### config.mk
export PLATFORM = sky130hd
export DESIGN_NAME = bitsel_sweep_ctrl_flat
export DESIGN_NICKNAME = d
export VERILOG_FILES = /design/src/rtl/bitsel_sweep_pkg.sv /design/src/rtl/bitsel_sweep_ctrl_if.sv /design/src/rtl/bitsel_lane.sv /design/src/rtl/bitsel_sweep_ctrl.sv /design/src/flat_wrapper.sv
export SDC_FILE = /design/constraint.sdc
export NUM_CORES = 1
export LEC_CHECK = 0
export ABC_AREA = 1
export CAP_MARGIN = 30
export CORE_UTILIZATION = 49
export CTS_CLUSTER_SIZE = 14
export DETAILED_ROUTE_END_ITERATION = 10
export PLACE_DENSITY = 0.79
export REMOVE_ABC_BUFFERS = 1
export SETUP_SLACK_MARGIN = 0.1
export SYNTH_ARGS = -nofsm -noshare
export SYNTH_HDL_FRONTEND = slang
export SYNTH_SLANG_ARGS = --single-unit
### constraint.sdc
create_clock -name clk -period 1.9 [get_ports clk]
set_input_delay 0.19 -clock clk [delete_from_list [all_inputs] [get_ports clk]]
set_output_delay 0.19 -clock clk [all_outputs]
set_load 0.02 [all_outputs]
### src/rtl/bitsel_sweep_pkg.sv
// rtl/bitsel_sweep_pkg.sv - shared types and helpers for the bit-select sweep controller
package bitsel_sweep_pkg;

  typedef enum logic [1:0] {
    IDLE  = 2'd0,
    SWEEP = 2'd1,
    DONE  = 2'd2
  } state_e;

  function automatic int sweep_len(input int selw);
    return 1 << selw;
  endfunction

endpackage

### src/rtl/bitsel_sweep_ctrl_if.sv
// rtl/bitsel_sweep_ctrl_if.sv - request/result handshake bundle for the sweep controller
interface bitsel_sweep_ctrl_if #(
  parameter int FROMW = 7,
  parameter int SELW  = 3
);
  import bitsel_sweep_pkg::*;

  localparam int N = sweep_len(SELW);

  logic             start_valid;
  logic             start_ready;
  logic [FROMW-1:0] start_vec;
  logic             abort;
  logic             busy;
  logic [SELW-1:0]  sel_idx;
  logic             result_valid;
  logic             result_ready;
  logic [N-1:0]     result_bits;
  logic [N-1:0]     result_oor;

  modport master (
    output start_valid, start_vec, abort, result_ready,
    input  start_ready, busy, sel_idx, result_valid, result_bits, result_oor
  );

  modport slave (
    input  start_valid, start_vec, abort, result_ready,
    output start_ready, busy, sel_idx, result_valid, result_bits, result_oor
  );

endinterface

### src/rtl/bitsel_lane.sv
// rtl/bitsel_lane.sv - shared select datapath: one bit of vec at idx, zero and flagged when out of range
module bitsel_lane #(
  parameter int FROMW = 7,
  parameter int SELW  = 3
) (
  input  logic [FROMW-1:0] vec,
  input  logic [SELW-1:0]  idx,
  output logic             sel_bit,
  output logic             oor
);

  // 7-bit compare covers FROMW up to 64 and SELW up to 6 without truncation
  logic [6:0] idx_ext;

  always_comb begin
    idx_ext = 7'(idx);
    oor     = (idx_ext >= 7'(FROMW));
    sel_bit = 1'b0;
    for (int i = 0; i < FROMW; i++) begin
      if (idx_ext == 7'(i)) sel_bit = vec[i];
    end
  end

endmodule

### src/rtl/bitsel_sweep_ctrl.sv
// rtl/bitsel_sweep_ctrl.sv - sweeps sel_idx over 0..2**SELW-1 and packs selected bits and oor flags
module bitsel_sweep_ctrl
  import bitsel_sweep_pkg::*;
#(
  parameter int FROMW = 7,
  parameter int SELW  = 3
) (
  input  logic               clk,
  input  logic               rst_n,
  bitsel_sweep_ctrl_if.slave bus
);

  localparam int N = sweep_len(SELW);

  state_e           state_q, state_d;
  logic [FROMW-1:0] vec_q;
  logic [SELW-1:0]  idx_q;
  logic [N-1:0]     bits_q, oor_q, wr_en;
  logic             lane_bit, lane_oor;

  bitsel_lane #(.FROMW(FROMW), .SELW(SELW)) u_lane (
    .vec     (vec_q),
    .idx     (idx_q),
    .sel_bit (lane_bit),
    .oor     (lane_oor)
  );

  always_comb begin
    state_d = state_q;
    case (state_q)
      IDLE:    if (bus.start_valid) state_d = SWEEP;
      SWEEP:   if (bus.abort) state_d = IDLE;
               else if (idx_q == SELW'(N - 1)) state_d = DONE;
      DONE:    if (bus.result_ready) state_d = IDLE;
      default: state_d = IDLE;
    endcase
  end

  always_ff @(posedge clk or negedge rst_n) begin
    if (!rst_n) state_q <= IDLE;
    else        state_q <= state_d;
  end

  // abort suppresses the write so the final-edge abort leaves no partial result
  always_comb begin
    wr_en = '0;
    if (state_q == SWEEP && !bus.abort) wr_en[idx_q] = 1'b1;
  end

  always_ff @(posedge clk or negedge rst_n) begin
    if (!rst_n) begin
      vec_q  <= '0;
      idx_q  <= '0;
      bits_q <= '0;
      oor_q  <= '0;
    end else begin
      case (state_q)
        IDLE: begin
          if (bus.start_valid) begin
            vec_q  <= bus.start_vec;
            idx_q  <= '0;
            bits_q <= '0;
            oor_q  <= '0;
          end
        end
        SWEEP: begin
          if (bus.abort) begin
            vec_q  <= '0;
            idx_q  <= '0;
            bits_q <= '0;
            oor_q  <= '0;
          end else begin
            idx_q  <= idx_q + SELW'(1);
            bits_q <= (bits_q & ~wr_en) | ({N{lane_bit}} & wr_en);
            oor_q  <= (oor_q & ~wr_en) | ({N{lane_oor}} & wr_en);
          end
        end
        DONE: begin
        end
        default: begin
          vec_q  <= '0;
          idx_q  <= '0;
          bits_q <= '0;
          oor_q  <= '0;
        end
      endcase
    end
  end

  assign bus.start_ready  = (state_q == IDLE);
  assign bus.busy         = (state_q == SWEEP);
  assign bus.result_valid = (state_q == DONE);
  assign bus.sel_idx      = idx_q;
  assign bus.result_bits  = bits_q;
  assign bus.result_oor   = oor_q;

endmodule
### src/flat_wrapper.sv
// flat-port wrapper written by rule: the top's interface ports become plain ports
module bitsel_sweep_ctrl_flat import bitsel_sweep_pkg::*;
#(
  parameter int FROMW = 7,
  parameter int SELW  = 3
)
  (clk, rst_n, bus_start_valid, bus_start_vec, bus_abort, bus_result_ready, bus_start_ready, bus_busy, bus_sel_idx, bus_result_valid, bus_result_bits, bus_result_oor);
  bitsel_sweep_ctrl_if #(.FROMW(FROMW), .SELW(SELW)) bus_i ();
  input  logic clk;
  input  logic rst_n;
  input wire logic [$bits(bus_i.start_valid)-1:0] bus_start_valid;
  input wire logic [$bits(bus_i.start_vec)-1:0] bus_start_vec;
  input wire logic [$bits(bus_i.abort)-1:0] bus_abort;
  input wire logic [$bits(bus_i.result_ready)-1:0] bus_result_ready;
  output wire logic [$bits(bus_i.start_ready)-1:0] bus_start_ready;
  output wire logic [$bits(bus_i.busy)-1:0] bus_busy;
  output wire logic [$bits(bus_i.sel_idx)-1:0] bus_sel_idx;
  output wire logic [$bits(bus_i.result_valid)-1:0] bus_result_valid;
  output wire logic [$bits(bus_i.result_bits)-1:0] bus_result_bits;
  output wire logic [$bits(bus_i.result_oor)-1:0] bus_result_oor;
  assign bus_i.start_valid = bus_start_valid;
  assign bus_i.start_vec = bus_start_vec;
  assign bus_i.abort = bus_abort;
  assign bus_i.result_ready = bus_result_ready;
  assign bus_start_ready = bus_i.start_ready;
  assign bus_busy = bus_i.busy;
  assign bus_sel_idx = bus_i.sel_idx;
  assign bus_result_valid = bus_i.result_valid;
  assign bus_result_bits = bus_i.result_bits;
  assign bus_result_oor = bus_i.result_oor;
  bitsel_sweep_ctrl #(.FROMW(FROMW), .SELW(SELW)) u_core (.clk(clk), .rst_n(rst_n), .bus(bus_i));
endmodule
# Yosys cells after proc, flatten, opt, wreduce, memory -nomap -nowiden
# Index checks and enable logic that the tools add are counted.
# W data, S select, Z words.
dict set report totals {
  register_bits 28
  inputBits 12
  output_inout_bits 22
}
dict set report classes {
  add_sub_neg 1
  magnitude_cmp 3
  n_eq_ne 13
  n_mux 26
  n_bitwise 8
  reduce_logical 8
}
# operator count
set ops {}
lappend ops {{$pmux W8 S3} 2}
lappend ops {{$and A8 B8 Y8} 4}
lappend ops {{$mux W8} 4}
lappend ops {{$pmux W7 S3} 1}
lappend ops {{$or A8 B8 Y8} 2}
lappend ops {{$mux W7} 2}
lappend ops {{$eq A3 B3 Y1 const B} 4}
lappend ops {{$pmux W3 S3} 1}
lappend ops {{$mux W1} 8}
lappend ops {{$mux W2} 4}
lappend ops {{$not A8 Y8} 1}
lappend ops {{$eq A3 B2 Y1 const B} 2}
lappend ops {{$mux W3} 2}
lappend ops {{$ne A2 B2 Y1 const B} 3}
lappend ops {{$pmux W2 S3} 1}
lappend ops {{$reduce_and A3 Y1} 2}
lappend ops {{$lt A3 B4 Y1 const B} 1}
lappend ops {{$add A3 B1 Y3 const B} 1}
lappend ops {{$demux W1 S3} 1}
lappend ops {{$eq A3 B1 Y1 const B} 1}
lappend ops {{$ge A3 B1 Y1 const B} 1}
lappend ops {{$ge A3 B3 Y1 const B} 1}
lappend ops {{$logic_not A3 Y1} 1}
lappend ops {{$ne A3 B2 Y1 const B} 1}
lappend ops {{7 further kinds} 8}

# Logic depth before layout (Yosys ltp)
dict set report logic_depth {
  word_depth 12
  mapped_depth 14
  ltp_nobuf 13
}

# Cells and area by module
# A second synthesis with hierarchy kept.
dict set report hier_totals {
  hier_cells 214
  hier_area_um2 1615.3
}
# module instances cells_each area_per_inst_um2 seq_area_each_um2
set by_module_without_submodules {}
lappend by_module_without_submodules {bitsel_sweep_ctrl 1 192 1512.7 700.7}
lappend by_module_without_submodules {bitsel_lane 1 22 102.6 0.0}

# Least setup slack after synthesis
# OpenSTA, ideal clock, no wires.
dict set report synth_path {
  path_type {register to register}
  start {register u_core.idx_q[0] (netlist: u_core.bus.sel_idx[0])}
  end {register u_core.bits_q[7] (netlist: u_core.bus.result_bits[7])}
  t_arrival_ns 1.505
  setup_slack_ns 0.274
  stages_incl_launch_ff 13
  path_buffers 0
  cell_sequence {dfrtp_1 > inv_1 > ha_1 > a21oi_1 > nand2_1 > nand2_1 > nand2_1 > nand2_1 > nand2_1 > nand2_1 > nand2_2 > nand2_1 > nand2_1}
}
dict set report synth_between {
  elab_chain_cells 12
  elab_cells_between_ends 26
  cone_classes {order compare: 2; eq/ne: 6; mux: 12; bitwise: 4; reduce/logical: 2}
}
# item line
set synth_lines {}
lappend synth_lines {{start, declared} bitsel_sweep_ctrl.sv:17} ;# logic [SELW-1:0] idx_q;
lappend synth_lines {{start signal, assigned} bitsel_sweep_ctrl.sv:73} ;# idx_q <= idx_q + SELW'(1);
lappend synth_lines {{$logic_not A3 Y1} bitsel_lane.sv:20} ;# if (idx_ext == 7'(i)) sel_bit = vec[i];
lappend synth_lines {{$mux W1 (7 in series)} bitsel_lane.sv:20}
lappend synth_lines {{$and A8 B8 Y8} bitsel_sweep_ctrl.sv:74} ;# bits_q <= (bits_q & ~wr_en) | ({N{lane_bit}} & wr_en);
lappend synth_lines {{$or A8 B8 Y8 *} bitsel_sweep_ctrl.sv:74}
lappend synth_lines {{$mux W8 *} bitsel_sweep_ctrl.sv:67} ;# if (bus.abort) begin
lappend synth_lines {{$pmux W8 S3 *} bitsel_sweep_ctrl.sv:57} ;# case (state_q)
lappend synth_lines {{end signal, assigned} bitsel_sweep_ctrl.sv:74}
lappend synth_lines {{end, declared} bitsel_sweep_ctrl.sv:18} ;# logic [N-1:0] bits_q, oor_q, wr_en;
# Mark *: on every way between the ends. The rest lies on a longest branch, timed or not.
# A chain may end at the register's enable or synchronous reset.

# Worst setup path after layout
# Same ends and word-level chain as after synthesis.

==> run metrics <==
outcome finished clean; CTS buffer count 3; cell count after synthesis 170; largest net degree at the start of global routing 29; Die W 56.21 um; via count 1269; total grt overflow 0; DRC violations left 0; Worst-Skew Late Latency 0.33 ns; part of the power in registers 35.4%; Worst Tran Pin Value 0.3474 ns; Worst Path Required 2.14 ns; multi-input logic area 641.9 sq um; unrepaired setup endpoints after global routing no; register bit count reported by yosys 28; Clock Tree Buf Depth 2; worst rel slew slack 76.84%; Initial Utilization 51.78%; First-pass DRT Iterations 6; Initial DRC Count 45; row cnt 19; fin crit period 1.723 ns; Final Core Density 68.06%; critical path capture point type flop; CTS Sinks 28; Max Fanout on Critical Path 8; Worst VDD drop 0.9233 mV; Worst-path clk slew 0.14 ns; io pins 34; GPL Wtd Cong 0.9193; Pins Over Slew Limit 0; Setup Skew 0.002835 ns; share of layout cells above drive strength 1 17.87%; placed inst area 1805 sq um; startpoint types flop; cts-stage hold buffer count 0; Core Footprint 2781 sq um; P&R area growth vs syn 31.45%; die area 3160 sq um; final hold vios 0; TritonCTS clock tree yes; NetSw 1.051 mW; Distinct cells, synth 23; clock root buffer clkbuf_4; critical path type flop to flop; synthesized area per cell 8.471 sq um; Fmax 580.5 MHz; cell area after synthesis 1440 sq um; critical path data arrival time 1.96 ns; Die Y 56.21 um; ant diodes 0; final setup fails 0; Final ANT Viol Nets 0; Min-Delay Path Class input pin to asynchronous set/reset pin; Fillers 231; WL/cell 14.31 um; R2R cell count 12; PwrDens 1285 nW/um^2; DP HPWL 2415 um; Tot GR Track Use 21.93%; clock power share 15.9%; static leakage 0.9427 nW; Comb pwr share 48.7%; period utilization 90.67%; register area 704.4 sq um; vias per cell 5.332; CP Launch Point u_core.bus.sel_idx[0]$_DFFE_PN0P_; P_int 1.382 mW; yosys warns 0; R2R Path Start u_core.bus.sel_idx[0]$_DFFE_PN0P_; Setup TNS 0 ns; WL final 3405 um; first-pass GRT wire length 5333 um; I/O Buffers 33; Net Sw Frac 43.19%; Tot Pwr 2.433 mW; H-tree depth 1; max-capacitance violation count 0; post-route cell area 1893 sq um; initial antenna violation count 0; number of global-route vias before repair 1192; sequential share of the synthesized area 48.65%; nets@finish 226
-- cells in the final DEF (no fill, tap or decap), types with 4 or more instances in the layout --
cell | Yosys | final
nand2_1 | 40 | 39
inv_1 | 19 | 17
inv_2 | 6 | 8
ha_1 | 6 | 4
nand3b_1 | 5 | 5
nor2_1 | 9 | 9
nand3_1 | 11 | 11
clkdlybuf4s50_1 | 0 | 31
nor2_2 | 7 | 7
a31oi_1 | 7 | 7
dfrtp_1 | 28 | 25
buf_4 | 0 | 4
o21ai_1 | 9 | 9
a21oi_1 | 5 | 5
nand2_2 | 4 | 4
-- per-layer routing --
metal  wire length (um)  track usage (%)  up-vias
met5                  0                0        -
met3                113            2.326       11
met4                 85            11.15        0
met2               1762            38.10       37
li1                   -                -      617
met1               1444            26.86      604
-- stage by stage --
stage          hold WS (ns)  cells  setup WS (ns)
3_3_place_gp         0.4777    233         0.2645
6_report             0.2075    238         0.1774
5_1_grt              0.2313    238        0.09045
4_1_cts              0.2241    237         0.1165
3_5_place_dp         0.4788    233         0.1672
2_1_floorplan       -0.1056    166         0.2703
-- path summary, 6_finish.rpt --
path,slack (ns),end
max in group asynchronous,1.41,u_core.bus.sel_idx[2]$_DFFE_PN0P_
max,0.18,u_core.bus.result_bits[7]$_DFFE_PN0P_
max reg2reg,0.18,u_core.bus.result_bits[7]$_DFFE_PN0P_
min in group clk,0.40,u_core.vec_q[2]$_DFFE_PN0P_
min,0.21,u_core.bus.result_bits[2]$_DFFE_PN0P_
min reg2reg,0.51,u_core.vec_q[0]$_DFFE_PN0P_
-- repair_timing --
| item | in CTS | in global routing |
|---|---|---|
| pin swaps | 0 | 1 |
| setup endpoints to repair | 1 | 10 |
| setup buffers | 0 | 1 |
| gates resized for setup | 1 | 11 |
-- sequential cells by signal (all words and copies together), names as in the netlist --
| register | flops |
|---|---|
| u_core.vec_q | 7 |
| u_core.bus.result_bits | 8 |
| u_core.bus.result_oor | 8 |
| u_core.state_q | 2 |
| u_core.bus.sel_idx | 3 |
-- kinds of logic after synthesis --
family,synth area share [%]
adders and majority gates,5.213
buffers and inverters,8.340
AOI/OAI and AO/OA,11.29
and+or+nand+nor,26.50
DFF,48.65
-- cell type report --
type,instances,share of cell area (%)
multi-input combinational,113,33.91
clock buffer,3,1.190
inverter,25,4.957
tap,31,2.049
sequential,28,37.21
timing repair buffer,37,19.10
clock inverter,1,1.586
-- power groups by stage --
stage	combinational, mW	sequential [mW]	clock, mW
2_1_floorplan	0.654	0.890	0
3_5_place_dp	1.13	0.853	0
4_1_cts	1.13	0.842	0.390
3_3_place_gp	1.08	0.842	0
5_1_grt	1.29	0.881	0.414
6_report	1.19	0.861	0.387
-- worst max-delay path, stage by stage (launching register included) --
cell	delay, ns
dfrtp_2	0.49
buf_4	0.16
ha_1	0.24
a21oi_1	0.14
nand2_1	0.06
nand2_1	0.06
nand2_1	0.05
nand2_1	0.05
nand2_1	0.08
nand2_2	0.09
nand2_4	0.09
nand2_1	0.07
nand2_1	0.05
-- cells in the mapped netlist --
cell type / number / share of area [%]
o21ai_1: 9 / 3.1
o21ai_0: 3 / 1.0
nand3b_1: 5 / 2.6
nand2_4: 1 / 0.78
nor2_1: 9 / 2.3
o211ai_1: 1 / 0.52
inv_2: 6 / 1.6
nor2_2: 7 / 3.0
nor3_1: 1 / 0.35
a21oi_1: 5 / 1.7
nor2_8: 1 / 1.4
o221a_2: 1 / 0.78
buf_6: 1 / 0.78
dfrtp_1: 28 / 49
nand2_2: 4 / 1.7
nand2_1: 40 / 10
a31oi_1: 7 / 3.0
o21ai_2: 1 / 0.61
o22ai_1: 1 / 0.43
buf_2: 3 / 1.0
ha_1: 6 / 5.2
nand3_1: 11 / 3.8
inv_1: 19 / 5.0
Power figures use the tool's default switching activity.
